## config.mk

```make
export PLATFORM = sky130hd
export DESIGN_NAME = pipe_muxn_flat
export DESIGN_NICKNAME = d
export VERILOG_FILES = /design/src/rtl/pipe_muxn_if.sv /design/src/rtl/pipe_muxn.sv /design/src/flat_wrapper.sv
export SDC_FILE = /design/constraint.sdc
export NUM_CORES = 1
export LEC_CHECK = 0
export CORE_AREA = 2 2 114 116
export CTS_BUF_LIST = sky130_fd_sc_hd__clkbuf_4 sky130_fd_sc_hd__clkbuf_8 sky130_fd_sc_hd__clkbuf_16
export CTS_CLUSTER_DIAMETER = 100
export CTS_CLUSTER_SIZE = 10
export DETAILED_ROUTE_END_ITERATION = 8
export DIE_AREA = 0 0 116 118
export PLACE_DENSITY = 0.72
export SLEW_MARGIN = 0
export SYNTH_ARGS = -nofsm -noshare
export SYNTH_HDL_FRONTEND = slang
export SYNTH_SLANG_ARGS = --single-unit
```

## constraint.sdc

```tcl
create_clock -name clk -period 2.5 [get_ports clk]
set_input_delay 0.5 -clock clk [delete_from_list [all_inputs] [get_ports clk]]
set_output_delay 0.5 -clock clk [all_outputs]
set_load 0.01 [all_outputs]
```

## src/rtl/pipe_muxn_if.sv

```systemverilog
// Handshake bundle for pipe_muxn: upstream lanes/select, flush, and the registered output side.
interface pipe_muxn_if #(
    parameter int WIDTH  = 32,
    parameter int NUM_IN = 4
);
    localparam int SEL_W = $clog2(NUM_IN);

    logic [NUM_IN*WIDTH-1:0] in_data;
    logic [SEL_W-1:0]        in_sel;
    logic                    in_valid;
    logic                    in_ready;
    logic                    flush;
    logic [WIDTH-1:0]        out_data;
    logic [SEL_W-1:0]        out_sel;
    logic                    out_err;
    logic                    out_valid;
    logic                    out_ready;

    modport slave (
        input  in_data, in_sel, in_valid, flush, out_ready,
        output in_ready, out_data, out_sel, out_err, out_valid
    );

    modport master (
        output in_data, in_sel, in_valid, flush, out_ready,
        input  in_ready, out_data, out_sel, out_err, out_valid
    );
endinterface

```

## src/rtl/pipe_muxn.sv

```systemverilog
// N-lane select mux feeding a 2-entry skid buffer; in_ready is a flop, independent of out_ready.
module pipe_muxn #(
    parameter int WIDTH  = 32,
    parameter int NUM_IN = 4
) (
    input  logic              clk,
    input  logic              rst_n,
    pipe_muxn_if.slave        io
);
    localparam int SEL_W   = $clog2(NUM_IN);
    localparam int N_SLOTS = 2 ** SEL_W;
    localparam logic [SEL_W:0] NUM_IN_W = NUM_IN[SEL_W:0];

    typedef enum logic [1:0] {EMPTY, ONE, FULL} state_t;

    state_t           state_q, state_d;
    logic [WIDTH-1:0] main_data_q, main_data_d, skid_data_q, skid_data_d;
    logic [SEL_W-1:0] main_sel_q, main_sel_d, skid_sel_q, skid_sel_d;
    logic             main_err_q, main_err_d, skid_err_q, skid_err_d;
    logic             in_ready_q, in_ready_d;

    // Lane table padded to a power of two so any select value indexes in bounds.
    logic [WIDTH-1:0] lanes [N_SLOTS];
    logic [WIDTH-1:0] new_data;
    logic             new_err;
    logic             out_valid;
    logic             in_fire, out_fire;

    always_comb begin
        for (int unsigned k = 0; k < N_SLOTS; k++) begin
            lanes[k] = '0;
        end
        for (int unsigned k = 0; k < NUM_IN; k++) begin
            lanes[k] = io.in_data[k*WIDTH +: WIDTH];
        end
    end

    always_comb begin
        new_err  = ({1'b0, io.in_sel} >= NUM_IN_W);
        new_data = new_err ? '0 : lanes[io.in_sel];
    end

    assign out_valid = (state_q != EMPTY);
    assign in_fire   = io.in_valid && in_ready_q;
    assign out_fire  = out_valid && io.out_ready;

    always_comb begin
        state_d     = state_q;
        main_data_d = main_data_q;
        main_sel_d  = main_sel_q;
        main_err_d  = main_err_q;
        skid_data_d = skid_data_q;
        skid_sel_d  = skid_sel_q;
        skid_err_d  = skid_err_q;

        unique case (state_q)
            EMPTY: begin
                if (in_fire) begin
                    state_d     = ONE;
                    main_data_d = new_data;
                    main_sel_d  = io.in_sel;
                    main_err_d  = new_err;
                end
            end
            ONE: begin
                if (in_fire && out_fire) begin
                    main_data_d = new_data;
                    main_sel_d  = io.in_sel;
                    main_err_d  = new_err;
                end else if (in_fire) begin
                    state_d     = FULL;
                    skid_data_d = new_data;
                    skid_sel_d  = io.in_sel;
                    skid_err_d  = new_err;
                end else if (out_fire) begin
                    state_d = EMPTY;
                end
            end
            FULL: begin
                if (out_fire) begin
                    state_d     = ONE;
                    main_data_d = skid_data_q;
                    main_sel_d  = skid_sel_q;
                    main_err_d  = skid_err_q;
                end
            end
            default: state_d = EMPTY;
        endcase

        if (io.flush) begin
            state_d = EMPTY;
        end
        in_ready_d = (state_d != FULL);
    end

    always_ff @(posedge clk) begin
        if (!rst_n) begin
            state_q     <= EMPTY;
            main_data_q <= '0;
            main_sel_q  <= '0;
            main_err_q  <= 1'b0;
            skid_data_q <= '0;
            skid_sel_q  <= '0;
            skid_err_q  <= 1'b0;
            in_ready_q  <= 1'b1;
        end else begin
            state_q     <= state_d;
            main_data_q <= main_data_d;
            main_sel_q  <= main_sel_d;
            main_err_q  <= main_err_d;
            skid_data_q <= skid_data_d;
            skid_sel_q  <= skid_sel_d;
            skid_err_q  <= skid_err_d;
            in_ready_q  <= in_ready_d;
        end
    end

    assign io.in_ready  = in_ready_q;
    assign io.out_valid = out_valid;
    assign io.out_data  = main_data_q;
    assign io.out_sel   = main_sel_q;
    assign io.out_err   = main_err_q;
endmodule

```

## src/flat_wrapper.sv

```systemverilog
// flat-port wrapper written by rule: the top's interface ports become plain ports
module pipe_muxn_flat 
#(
    parameter int WIDTH  = 32,
    parameter int NUM_IN = 4
)
  (clk, rst_n, io_in_data, io_in_sel, io_in_valid, io_flush, io_out_ready, io_in_ready, io_out_data, io_out_sel, io_out_err, io_out_valid);
  pipe_muxn_if #(.WIDTH(WIDTH), .NUM_IN(NUM_IN)) io_i ();
  input  logic clk;
  input  logic rst_n;
  input wire logic [$bits(io_i.in_data)-1:0] io_in_data;
  input wire logic [$bits(io_i.in_sel)-1:0] io_in_sel;
  input wire logic [$bits(io_i.in_valid)-1:0] io_in_valid;
  input wire logic [$bits(io_i.flush)-1:0] io_flush;
  input wire logic [$bits(io_i.out_ready)-1:0] io_out_ready;
  output wire logic [$bits(io_i.in_ready)-1:0] io_in_ready;
  output wire logic [$bits(io_i.out_data)-1:0] io_out_data;
  output wire logic [$bits(io_i.out_sel)-1:0] io_out_sel;
  output wire logic [$bits(io_i.out_err)-1:0] io_out_err;
  output wire logic [$bits(io_i.out_valid)-1:0] io_out_valid;
  assign io_i.in_data = io_in_data;
  assign io_i.in_sel = io_in_sel;
  assign io_i.in_valid = io_in_valid;
  assign io_i.flush = io_flush;
  assign io_i.out_ready = io_out_ready;
  assign io_in_ready = io_i.in_ready;
  assign io_out_data = io_i.out_data;
  assign io_out_sel = io_i.out_sel;
  assign io_out_err = io_i.out_err;
  assign io_out_valid = io_i.out_valid;
  pipe_muxn #(.WIDTH(WIDTH), .NUM_IN(NUM_IN)) u_core (.clk(clk), .rst_n(rst_n), .io(io_i));
endmodule
```

; Word-level counts from Yosys, hierarchy flattened
; Index checks and enable logic that the tools add are counted.
[totals]
ff_bits = 72
word_cells = 46
inputBits = 135
output_inout_bits = 37
[op_classes]
muxes = 22
n_eq_ne = 6
bitwise = 2
n_lt_le_gt_ge = 1
reduce_logical = 8
[op_table]
columns = op, n
row1 = $mux 32, 5
row2 = $pmux 32 s3, 1
row3 = $bmux 32 s2, 1
row4 = $mux 2, 9
row5 = $pmux 2 s3, 2
row6 = $ne 2x1->1 const B, 3
row7 = $reduce_and 4->1, 1
row8 = $ge 3x3->1 const B, 1
row9 = $logic_and 1x1->1, 3
row10 = $mux 1, 3
row11 = $not 2->3, 1
row12 = $pmux 1 s3, 1
row13 = $reduce_and 3->1, 1
row14 = $reduce_bool 3->1, 1
row15 = $eq 2x1->1 const B, 1
row16 = $eq 2x2->1 const B, 1
row17 = $logic_not 2->1, 1
row18 = $ne 2x2->1 const B, 1
row19 = $reduce_bool 2->1, 1
row20 = $not 1->1, 1

; Longest topological paths before layout
[logic_depth]
depth_word = 8
mapped_depth = 6
depth_no_buf = 4

; Worst setup path before layout
; No wires, ideal clock.
[synth_timing]
path_type = input-to-reg
start = in io_in_sel[0]
end = reg u_core.skid_data_q[0]
n_path_buf = 3
path_stages = 6
path_slack_ns = 0.866
arrival_time_ns = 1.516
cell_sequence = clkbuf_1 -> buf_4 -> buf_4 -> mux2i_1 -> nand2b_1 -> a32o_1
[synth_via]
elab_chain_len = 4
[synth_rtl]
columns = item, line_no
row1 = start: declaration, flat_wrapper.sv:12  ; input wire logic [$bits(io_i.in_sel)-1:0] io_in_sel;
row2 = $not 2->3 (not written as such), pipe_muxn.sv:40  ; new_data = new_err ? '0 : lanes[io.in_sel];
row3 = $bmux 32 s2, pipe_muxn.sv:40
row4 = $mux 32 (not written as such) (2 in a row), pipe_muxn.sv:40
row5 = end signal: assignment, pipe_muxn.sv:111  ; skid_data_q <= skid_data_d;
row6 = end: declaration, pipe_muxn.sv:17  ; logic [WIDTH-1:0] main_data_q, main_data_d, skid_data_q, skid_data_d;
; No other way between the ends. The select of a mux whose other input is x is not followed.
; A chain may end at the register's enable or synchronous reset.

; Final worst setup path
[layout_timing]
start = reg u_core.state_q[1]
end = out io_out_valid
[layout_via]
elab_chain_len = 1
[layout_rtl]
columns = item, line_no
row1 = start: declaration, pipe_muxn.sv:16  ; state_t state_q, state_d;
row2 = start signal: assignment, pipe_muxn.sv:107  ; state_q <= state_d;
row3 = $reduce_bool 2->1, pipe_muxn.sv:43  ; assign out_valid = (state_q != EMPTY);
row4 = end: declaration, flat_wrapper.sv:20  ; output wire logic [$bits(io_i.out_valid)-1:0] io_out_valid;
; No other way between the ends.

==> metrics.md <==
| Metric | Value |
|---|---|
| Die W | 116 um |
| Register area share after synthesis | 0.365 |
| Die height | 118 um |
| # resized after CTS | 0 |
| Dominant cell type by area after synthesis | dfxtp_1 |
| Final WS setup | 0.503 ns |
| Library cells used by synthesis | 29 |
| Initial DRC Count | around 260 |
| Startpoint Class | flip-flop |
| Detailed-placement wirelength estimate | 8230 um |
| # IOs | roughly 170 |
| Port bufs | 170 |
| Synthesis-to-finish area growth | 56.2% |
| CTS Buf Count | 9 |
| Max_cap viols | 0 |
| FF-to-FF setup slack | 0.72 ns |
| Post-DRT Antenna Nets | 0 |
| Die area | 13700 um2 |
| Post-CTS Repair Setup Buffers | 0 |
| Register bit total from synthesis | between 70 and 80 |
| Final Hold Fails | 0 |
| Combinational family with the most area after synthesis | compound AO/OA/AOI/OAI gates |
| Mux share of post-synthesis cell area | 0.165 |
| Required time worst endpoint | 2.00 ns |
| Total congestion overflow | 0 |
| Synth area leaders | dfxtp_1 (37%), mux2i_1 (16%), a32o_1 (8.2%) |
| CTS tree | done |
| Setup TNS Final | 0 ns |
| First-pass iteration count of the detailed router | 5 |
| Share of post-route cells with drive strength above 1 | 0.0578 |
| Final Max Slew Viols | 0 |
| Crit-path max FO | 6 |
| GP Congestion | 0.740 |
| Crit path kind | flip-flop to primary output |
| DRC | 0 |
| DP Worst Slack | 0.300 ns |
| Hold_ws | 0.464 ns |
| Syn Nets | 572 |
| Post-synth top cells | dfxtp_1 (71), nand2_1 (71), mux2i_1 (64) |
| Adder-cell share of the synthesized area | 0 |
| Synth top area share | 0.365 |
| Arr. time, crit path | approximately 1.5 ns |
| Synth Flop Type | dfxtp_1 |
| Slew HR | 0.409 |
| Initial antenna violation count | 0 |
| Fin cells | 760 |
| Ant. Diodes | 0 |
| GRT Util Overall | 0.175 |
| Final WL | 12100 um |
| Syn_area_per_cell | 8.91 um2 |
| Core ar. | 12400 um2 |
| Period utilisation layout | 0.799 |
| CTS Buffer Depth | 2 |
| Row Count | 41 |
| First-pass GRT wire length | ~19000 um |
| Initial Util | 0.314 |
| Status | finished clean |
| Leak | 2.35 nW |
| Worst slew pin tran | 0.885 ns |
| H-tree levels | 3 |
| CTS root buffer | clkbuf_16 |
| Pwr dens | just under 600 nW/um2 |
| Vias per inst | 5.21 |
| Largest net degree at the start of global routing | a little under 70 |
| Hold Crit Class | flip-flop to flip-flop |
| Clk slew on worst S/H paths | around 0.06 ns |
| Clock Latency Late Sink | 0.32 ns |
| Nets | 718 |
| Synth Area in Compound Gates | 0.267 |
| Vias | slightly below 4000 |
| Vias in the first global route | 4001 |
| Post-synth EDFFs | 0 |
| Synth Area in XOR/XNOR | 0.00225 |
| Fmax | between 500 and 600 MHz |
| Synth async-reset ratio | 0 |
| Synth Cell Area | around 3900 um2 |
| Final setup fails | 0 |
| Synth Area in Simple Gates | 0.141 |
| Mapped Cells | about 440 |
| Cts hold-fix bufs | 0 |
| YS warnings | 0 |
| CP Capture Type | primary output |
| Placed Cells | 744 |
| Tmin final | approximately 2 ns |
| Wirelength per Cell | 15.9 um |
| Worst IR Drop VDD | 347 uV |
| Power Total | between 3 and 4 mW |
| Max Clock Skew | between 0.007 and 0.008 ns |
| # clock sinks | 71 |
| RSZ-0062 raised after global routing | no |
worst max-delay path: stages (launching register included):
cell	delay [ns]
dfxtp_1	0.38
or2_2	0.32
clkdlybuf4s50_1	0.48
per-layer routing:
metal	GRT usage	routed length (um)	share of wire
met4	0.0409	129	0.011
met5	0	0	0
met1	0.210	5070	0.42
met2	0.310	6060	0.50
met3	0.0438	803	0.067
layout by cell type (no fill, tap or decap):
| master | synthesis | layout |
|---|---|---|
| nand2_1 | 71 | 71 |
| a211o_1 | 1 | 1 |
| nor2_1 | 1 | 1 |
| clkbuf_8 | 0 | 1 |
| o21ai_1 | 31 | 31 |
| a2bb2oi_1 | 1 | 1 |
| a31oi_1 | 32 | 32 |
| xor2_1 | 1 | 1 |
| or2_2 | 1 | 1 |
| clkbuf_4 | 0 | 1 |
| conb_1 | 1 | 1 |
| nor2_2 | 1 | 1 |
| nand2b_1 | 34 | 34 |
| a21boi_0 | 2 | 2 |
| clkdlybuf4s50_1 | 0 | 168 |
| o32ai_4 | 0 | 1 |
| buf_12 | 0 | 2 |
| o22a_1 | 32 | 32 |
| bufinv_16 | 0 | 4 |
| nand2b_2 | 1 | 1 |
| buf_2 | 11 | 1 |
| dfxtp_1 | 71 | 71 |
| mux2i_1 | 64 | 64 |
| buf_4 | 11 | 9 |
| inv_1 | 2 | 2 |
| o211a_1 | 2 | 2 |
| nand3_1 | 2 | 2 |
| clkinv_4 | 0 | 1 |
| o21ai_0 | 3 | 3 |
| nor2b_4 | 0 | 2 |
| nand4b_1 | 1 | 1 |
| nor2b_1 | 3 | 1 |
| clkbuf_16 | 0 | 9 |
| and2_1 | 1 | 1 |
| a32o_1 | 32 | 32 |
kinds of logic after synthesis:
group	after synthesis
buffers and inverters	47
muxes	64
and+or+nand+nor	116
DFF	71
AOI/OAI and AO/OA	137
other	1
xor gates and xnor gates	1
worst paths after layout:
path / startpoint / depth (start not counted) / to
max: u_core.state_q[1] / 2 / io_out_valid
min: u_core.skid_data_q[0] / 1 / u_core.skid_data_q[0]
max reg2reg: u_core.state_q[1] / 4 / u_core.skid_data_q[12]
min reg2reg: u_core.skid_data_q[0] / 1 / u_core.skid_data_q[0]
through the flow:
step	area, um2	utilization
6_report	6080	0.490
5_1_grt	6080	0.490
4_1_cts	6080	0.490
3_5_place_dp	5710	0.460
3_3_place_gp	5710	0.460
2_1_floorplan	3890	-
registers in the layout, summed over array words and instances (netlist names):
register	flops
u_core.state_q	2
u_core.io.in_ready	1
u_core.io.out_sel	2
u_core.io.out_data	32
u_core.skid_data_q	32
u_core.skid_sel_q	2
area by class of cell:
type | count | area, um2
inverter | 2 | 7.51
tap | 172 | 215
clock buffer | 11 | 246
clock inverter | 5 | 129
sequential | 71 | 1420
multi-input combinational | 319 | 2270
fill | 1185 | 6330
timing repair buffer | 180 | 1790
power breakdown:
group	switching [mW]	internal, mW	total [mW]
clock network	0.482	1.12	1.60
registers	0.0324	1.19	1.22
logic	0.298	0.421	0.720
Power figures use the tool's default switching activity.
